==> src/rtl/neander_loader_pkg.sv <==
// Shared definitions for the Neander program loader.
// Contents: host opcode bytes, response bytes, loader FSM state type.
package neander_loader_pkg;

  localparam logic [7:0] CMD_LOAD = 8'h4C;  // 'L' addr cnt data...
  localparam logic [7:0] CMD_DUMP = 8'h44;  // 'D' addr cnt
  localparam logic [7:0] CMD_RUN  = 8'h52;  // 'R' release CPU
  localparam logic [7:0] CMD_HALT = 8'h48;  // 'H' hold CPU

  localparam logic [7:0] RSP_ACK  = 8'h06;
  localparam logic [7:0] RSP_NAK  = 8'h15;

  typedef enum logic [2:0] {
    ST_IDLE,
    ST_GET_ADDR,
    ST_GET_CNT,
    ST_LOAD,
    ST_DUMP,
    ST_RESP
  } state_t;

endpackage

==> src/rtl/neander_prog_loader.sv <==
// Byte-stream program loader / memory monitor for the Neander CPU.
// Parses host commands (L/D/R/H), writes RAM through the load port, dumps
// RAM through the asynchronous read port and gates the CPU reset.
// Ports:
//   clk, reset          clock, async active-high reset
//   in_valid/in_data/in_ready     host byte in (valid/ready)
//   out_valid/out_data/out_ready  response byte out (valid/ready)
//   mem_load_en/addr/data         one-cycle RAM write strobe
//   mem_read_addr/mem_read_data   RAM read-back (combinational RAM read)
//   cpu_hold            1 = CPU held in reset
//   busy                FSM not idle
module neander_prog_loader
  import neander_loader_pkg::*;
#(
  parameter int unsigned TIMEOUT_CYCLES = 65535
) (
  input  logic       clk,
  input  logic       reset,
  input  logic       in_valid,
  input  logic [7:0] in_data,
  output logic       in_ready,
  output logic       out_valid,
  output logic [7:0] out_data,
  input  logic       out_ready,
  output logic       mem_load_en,
  output logic [7:0] mem_load_addr,
  output logic [7:0] mem_load_data,
  output logic [7:0] mem_read_addr,
  input  logic [7:0] mem_read_data,
  output logic       cpu_hold,
  output logic       busy
);

  state_t      r_state;
  state_t      w_next_state;

  logic        r_live;       // low only in the first cycle after reset
  logic [7:0]  r_addr;       // running RAM address for both load and dump
  logic [8:0]  r_cnt;        // bytes remaining; 9 bits so cnt=0 means 256
  logic        r_is_dump;
  logic [31:0] r_idle;
  logic        r_out_valid;
  logic [7:0]  r_out_data;
  logic        r_load_en;
  logic [7:0]  r_load_addr;
  logic [7:0]  r_load_data;
  logic        r_cpu_hold;

  logic        w_in_ready;
  logic        w_in_fire;
  logic        w_out_fire;
  logic        w_timed;
  logic        w_timeout;
  logic        w_enter_resp;
  logic [7:0]  w_rsp_data;

  always_comb begin
    w_in_ready = r_live && !r_load_en &&
                 ((r_state == ST_IDLE) || (r_state == ST_GET_ADDR) ||
                  (r_state == ST_GET_CNT) || (r_state == ST_LOAD));
    w_in_fire  = in_valid && w_in_ready;
    w_out_fire = r_out_valid && out_ready;
    // The write-strobe cycle is not an idle wait; it belongs to the byte
    // just accepted, so it neither counts nor times out.
    w_timed    = (r_state == ST_GET_ADDR) || (r_state == ST_GET_CNT) ||
                 ((r_state == ST_LOAD) && !r_load_en);
    w_timeout  = (TIMEOUT_CYCLES != 0) && w_timed && !in_valid &&
                 (r_idle == TIMEOUT_CYCLES - 32'd1);
  end

  always_ff @(posedge clk or posedge reset) begin
    if (reset) r_state <= ST_IDLE;
    else       r_state <= w_next_state;
  end

  always_comb begin
    w_next_state = r_state;
    w_rsp_data   = RSP_ACK;
    case (r_state)
      ST_IDLE: begin
        if (w_in_fire) begin
          case (in_data)
            CMD_LOAD, CMD_DUMP: begin
              if (r_cpu_hold) begin
                w_next_state = ST_GET_ADDR;
              end else begin
                // Refused while the CPU runs; operands are not consumed.
                w_next_state = ST_RESP;
                w_rsp_data   = RSP_NAK;
              end
            end
            CMD_RUN, CMD_HALT: w_next_state = ST_RESP;
            default: begin
              w_next_state = ST_RESP;
              w_rsp_data   = RSP_NAK;
            end
          endcase
        end
      end
      ST_GET_ADDR: begin
        if (w_in_fire)      w_next_state = ST_GET_CNT;
        else if (w_timeout) w_next_state = ST_IDLE;
      end
      ST_GET_CNT: begin
        if (w_in_fire)      w_next_state = r_is_dump ? ST_DUMP : ST_LOAD;
        else if (w_timeout) w_next_state = ST_IDLE;
      end
      ST_LOAD: begin
        // Finish only after the last strobe has been presented.
        if (r_load_en && (r_cnt == 9'd0)) w_next_state = ST_RESP;
        else if (w_timeout)               w_next_state = ST_IDLE;
      end
      ST_DUMP: begin
        if (w_out_fire && (r_cnt == 9'd1)) w_next_state = ST_RESP;
      end
      ST_RESP: begin
        if (w_out_fire) w_next_state = ST_IDLE;
      end
      default: w_next_state = ST_IDLE;
    endcase
    w_enter_resp = (w_next_state == ST_RESP) && (r_state != ST_RESP);
  end

  always_ff @(posedge clk or posedge reset) begin
    if (reset) begin
      r_live      <= 1'b0;
      r_addr      <= 8'd0;
      r_cnt       <= 9'd0;
      r_is_dump   <= 1'b0;
      r_idle      <= 32'd0;
      r_out_valid <= 1'b0;
      r_out_data  <= 8'd0;
      r_load_en   <= 1'b0;
      r_load_addr <= 8'd0;
      r_load_data <= 8'd0;
      r_cpu_hold  <= 1'b1;
    end else begin
      r_live    <= 1'b1;
      r_load_en <= 1'b0;
      r_idle    <= (w_timed && !in_valid) ? r_idle + 32'd1 : 32'd0;

      case (r_state)
        ST_IDLE: begin
          if (w_in_fire) begin
            r_is_dump <= (in_data == CMD_DUMP);
            if (in_data == CMD_RUN)  r_cpu_hold <= 1'b0;
            if (in_data == CMD_HALT) r_cpu_hold <= 1'b1;
          end
        end
        ST_GET_ADDR: begin
          if (w_in_fire) r_addr <= in_data;
        end
        ST_GET_CNT: begin
          // A zero count byte selects the full 256-byte page.
          if (w_in_fire) r_cnt <= {(in_data == 8'd0), in_data};
        end
        ST_LOAD: begin
          if (w_in_fire) begin
            r_load_en   <= 1'b1;
            r_load_addr <= r_addr;
            r_load_data <= in_data;
            r_addr      <= r_addr + 8'd1;
            r_cnt       <= r_cnt - 9'd1;
          end
        end
        ST_DUMP: begin
          // Alternate: capture the RAM byte, then hold it until consumed.
          if (!r_out_valid) begin
            r_out_valid <= 1'b1;
            r_out_data  <= mem_read_data;
          end else if (out_ready) begin
            r_out_valid <= 1'b0;
            r_addr      <= r_addr + 8'd1;
            r_cnt       <= r_cnt - 9'd1;
          end
        end
        ST_RESP: begin
          if (out_ready) r_out_valid <= 1'b0;
        end
        default: ;
      endcase

      if (w_enter_resp) begin
        r_out_valid <= 1'b1;
        r_out_data  <= w_rsp_data;
      end
    end
  end

  assign in_ready      = w_in_ready;
  assign out_valid     = r_out_valid;
  assign out_data      = r_out_data;
  assign mem_load_en   = r_load_en;
  assign mem_load_addr = r_load_addr;
  assign mem_load_data = r_load_data;
  assign mem_read_addr = r_addr;
  assign cpu_hold      = r_cpu_hold;
  assign busy          = (r_state != ST_IDLE);

endmodule

==> config.mk <==
export PLATFORM = sky130hd
export DESIGN_NAME = neander_prog_loader
export DESIGN_NICKNAME = d
export VERILOG_FILES = /design/src/rtl/neander_loader_pkg.sv /design/src/rtl/neander_prog_loader.sv
export SDC_FILE = /design/constraint.sdc
export NUM_CORES = 1
export LEC_CHECK = 0
export ABC_CLOCK_PERIOD_IN_PS = 2300
export BUFFER_PORTS_ARGS = -buffer_cell sky130_fd_sc_hd__buf_4
export CAP_MARGIN = 20
export CORE_MARGIN = 2
export CORE_UTILIZATION = 52
export CTS_CLUSTER_SIZE = 16
export DETAILED_ROUTE_END_ITERATION = 10
export GPL_ROUTABILITY_DRIVEN = 0
export PLACE_DENSITY = 0.88
export SLEW_MARGIN = 10
export SYNTH_ARGS = -nofsm -noshare
export SYNTH_HDL_FRONTEND = slang
export SYNTH_SLANG_ARGS = --single-unit
==> constraint.sdc <==
create_clock -name clk -period 2.3 [get_ports clk]
set_input_delay 0.115 -clock clk [delete_from_list [all_inputs] [get_ports clk]]
set_output_delay 0.115 -clock clk [all_outputs]
set_load 0.01 [all_outputs]
==> reports/metrics.cfg <==
[pwr]
pwr-share-clk = 0.219
swShare = 0.364
p_sw_mw = 1.78
ir_drop_uv = 569
pwr-share-comb = 0.363
pwr-share-seq = 0.419
p_per_area_nw_per_um2 = 965
cellInternalPower_mw = 3.11
p_total_mw = 4.89
p_leak_nw = 2.19

[grt]
grt-ovfl-total = 0
grt_first_pass_wirelength_um = 16400
grt_max_degree = 82
antenna_found_initial = 0
grt_pass1_vias = 3570
grt.total_usage = 0.234

[synthesis]
syn-instance-count = 460
yosys-top-cells-count = dfrtp_1, nor2_1, nand2_1, a21oi_1, o21ai_0
synth_top_cell_by_area = dfrtp_1
async_flop_share = 1.00
synthAdderAreaFrac = 0.0178
syn_area_um2 = 4230
synth-warning-count = 0
synth_xor_xnor_area_share = 0.0497
synth_compound_area_frac = 0.119
synth_edf_count = 0
synth.area.mux_share = 0.0426
ys_ff_latch = 81
synth.most_common_cell = dfrtp_1
synthSimpleGateAreaFrac = 0.258
synth_top_family_by_area = simple AND/OR/NAND/NOR gates
synth-seq-area-share = 0.480
ys_types = 52
syn_area_per_cell_um2 = 9.19
syn_nets = 486
synthFlopType = dfrtp_1
yosys-top-cells-area = dfrtp_1, nor2_1, mux2_2, a21oi_1, nand2_1
synth_top_cell_area_share = 0.473

[timing]
worst_slew_pin_slew_ns = 0.821
skew_ns = 0.0163
max_slew_margin = 0.453
hold_viol_final = 0
rsz0062_at_grt = no
fmax_mhz = 448
post-route-period-util = 0.970
setup_tns_ns = 0
slew_violations = 0
fin_crit_ns = 2.23
setup_viol = 0

[cts]
cts_tree = yes
clock-sinks = 81
clk_transition_reported_paths_ns = 0.07
cts.htree.levels = 3
cts-root-buf = clkbuf_8
cts_buffer_depth = 2
clkLatencyLatePin_ns = 0.36
cts_buffers = 9

[cells_and_area]
regArea_um2 = 2030
drive_gt1_frac = 0.222
multiInputGateArea_um2 = 2060
areaGrowthSynthToFinish_pct = 19.9
finalNetCount = 555
final_area_um2 = 5070
fill_cells = 585
diodes = 0

[floorplanning]
die_area_um2 = 8870
die_w_um = 94.2
die_y_um = 94.2
ioPinCount = 57
rows = 32
start_util = 0.542
core_um2 = 7810

[place]
io_buffers = 56
hpwl_um = 6990
postPlaceCellArea_um2 = 4840

[status]
status = finished, final reports clean

[detailed_routing]
wire_per_inst_um = 15.7
finalWirelength_um = 9950
antenna_left = 0
via_per_inst = 6.00
drc = 0
num_vias = 3803
first_iter_violations = 289
dr.pass1.iters = 5

[setup_path]
path_max_fanout = 6
cp-end-kind = flip-flop
worst-setup-path-type = reg -> reg
cp-start-kind = flip-flop
crit_arrival_ns = 2.50
crit_required_ns = 2.57

[run]
cap_violations = 0

[hold_path]
hp-class = in -> reg

cell usage in the layout (no fill, tap or decap), types with 3 or more instances in the layout:
| cell | synthesis | final |
|---|---|---|
| or3_1 | 6 | 6 |
| and3_1 | 5 | 5 |
| a211oi_1 | 3 | 3 |
| ha_1 | 6 | 6 |
| nand3b_1 | 4 | 4 |
| nor2b_1 | 4 | 4 |
| mux2_2 | 16 | 16 |
| nor3_1 | 17 | 17 |
| nand3_1 | 24 | 24 |
| xnor2_1 | 9 | 9 |
| clkbuf_8 | 1 | 12 |
| dfrtp_1 | 80 | 79 |
| a31oi_1 | 4 | 4 |
| o21ai_0 | 26 | 26 |
| buf_4 | 0 | 74 |
| nand2_1 | 44 | 44 |
| o22ai_1 | 3 | 3 |
| nor3b_1 | 3 | 3 |
| nand4_1 | 17 | 17 |
| nor2_1 | 54 | 54 |
| nor4_1 | 11 | 11 |
| inv_1 | 13 | 12 |
| and2_1 | 5 | 5 |
| o22a_1 | 3 | 3 |
| xor2_1 | 15 | 15 |
| a21oi_1 | 35 | 35 |
flip-flops by register name, summed over array words and instances, names as in the netlist, 3 cells and up:
name	flops
r_idle	32
r_cnt	9
mem_load_addr	8
mem_load_data	8
mem_read_addr	8
out_data	8
r_state	3
path summary, 6_finish.rpt:
path	from	endpoint	slack, ns	depth (start not counted)
min reg2reg	mem_load_addr[3]$_DFFE_PP0P_	mem_load_addr[3]$_DFFE_PP0P_	0.52	1
max reg2reg	r_idle[18]$_DFF_PP0_	r_idle[31]$_DFF_PP0_	0.07	5
min in group asynchronous	reset	mem_load_data[2]$_DFFE_PP0P_	0.41	4
max in group asynchronous	reset	cpu_hold$_DFFE_PP1P_	1.54	4
max	r_idle[18]$_DFF_PP0_	r_idle[31]$_DFF_PP0_	0.07	5
min	mem_read_data[7]	out_data[7]$_DFFE_PP0P_	0.02	3
per-stage QoR:
step                      hold slack, ns   util  std cells  setup slack [ns]
after detailed placement           0.254  0.620        617            0.0813
after floorplan                    0.244      -        460             0.107
final                             0.0165  0.649        634            0.0696
after CTS                        0.00385  0.648        633            0.0849
after global placement             0.248  0.620        617             0.142
after global routing              0.0121  0.649        634           0.00288
cells by family after synthesis:
| logic type | after synthesis |
|---|---|
| xor gates and xnor gates | 24 |
| DFF | 81 |
| adders and majority gates | 6 |
| and+or+nand+nor | 213 |
| AOI/OAI and AO/OA | 87 |
| buffers and inverters | 32 |
| other | 1 |
| muxes | 16 |
critical path, cell delays in order (launching register included):
cell and delay [ns]:
dfrtp_1 0.45, nand4_1 0.16, or4_4 0.50, or4_4 0.55, or3_1 0.36, a21oi_1 0.14
cell type report:
cell class | instances | share of cell area
multi-input combinational | 347 | 0.407
sequential | 81 | 0.400
timing repair buffer | 77 | 0.118
clock buffer | 12 | 0.0326
tap | 102 | 0.0252
inverter | 13 | 0.00963
clock inverter | 2 | 0.00741
power by group through the flow:
| stage | clock network (mW) | logic, mW | registers [mW] |
|---|---|---|---|
| 6_report | 1.07 | 1.77 | 2.05 |
| 3_5_place_dp | 0 | 1.76 | 2.07 |
| 3_3_place_gp | 0 | 1.70 | 2.04 |
| 5_1_grt | 1.15 | 1.97 | 2.09 |
| 2_1_floorplan | 0 | 1.04 | 2.06 |
| 4_1_cts | 1.09 | 1.77 | 2.04 |
metal layers:
layer	global-route usage	wire (um)	part of all wire	vias up
li1	-	-	-	1774
met1	0.310	4220	0.42	1842
met2	0.380	4830	0.49	166
met3	0.0425	716	0.072	21
met4	0.0966	187	0.019	0
met5	0	0	0	-
what timing repair did:
item / CTS / global route
hold buffers: 2 / 0
hold endpoints to repair: 81 / 0
gates resized for setup: 0 / 1
endpoints found under the setup margin: 0 / 1
buffers inserted: 0 / 1
(Power assumes the default switching activity.)
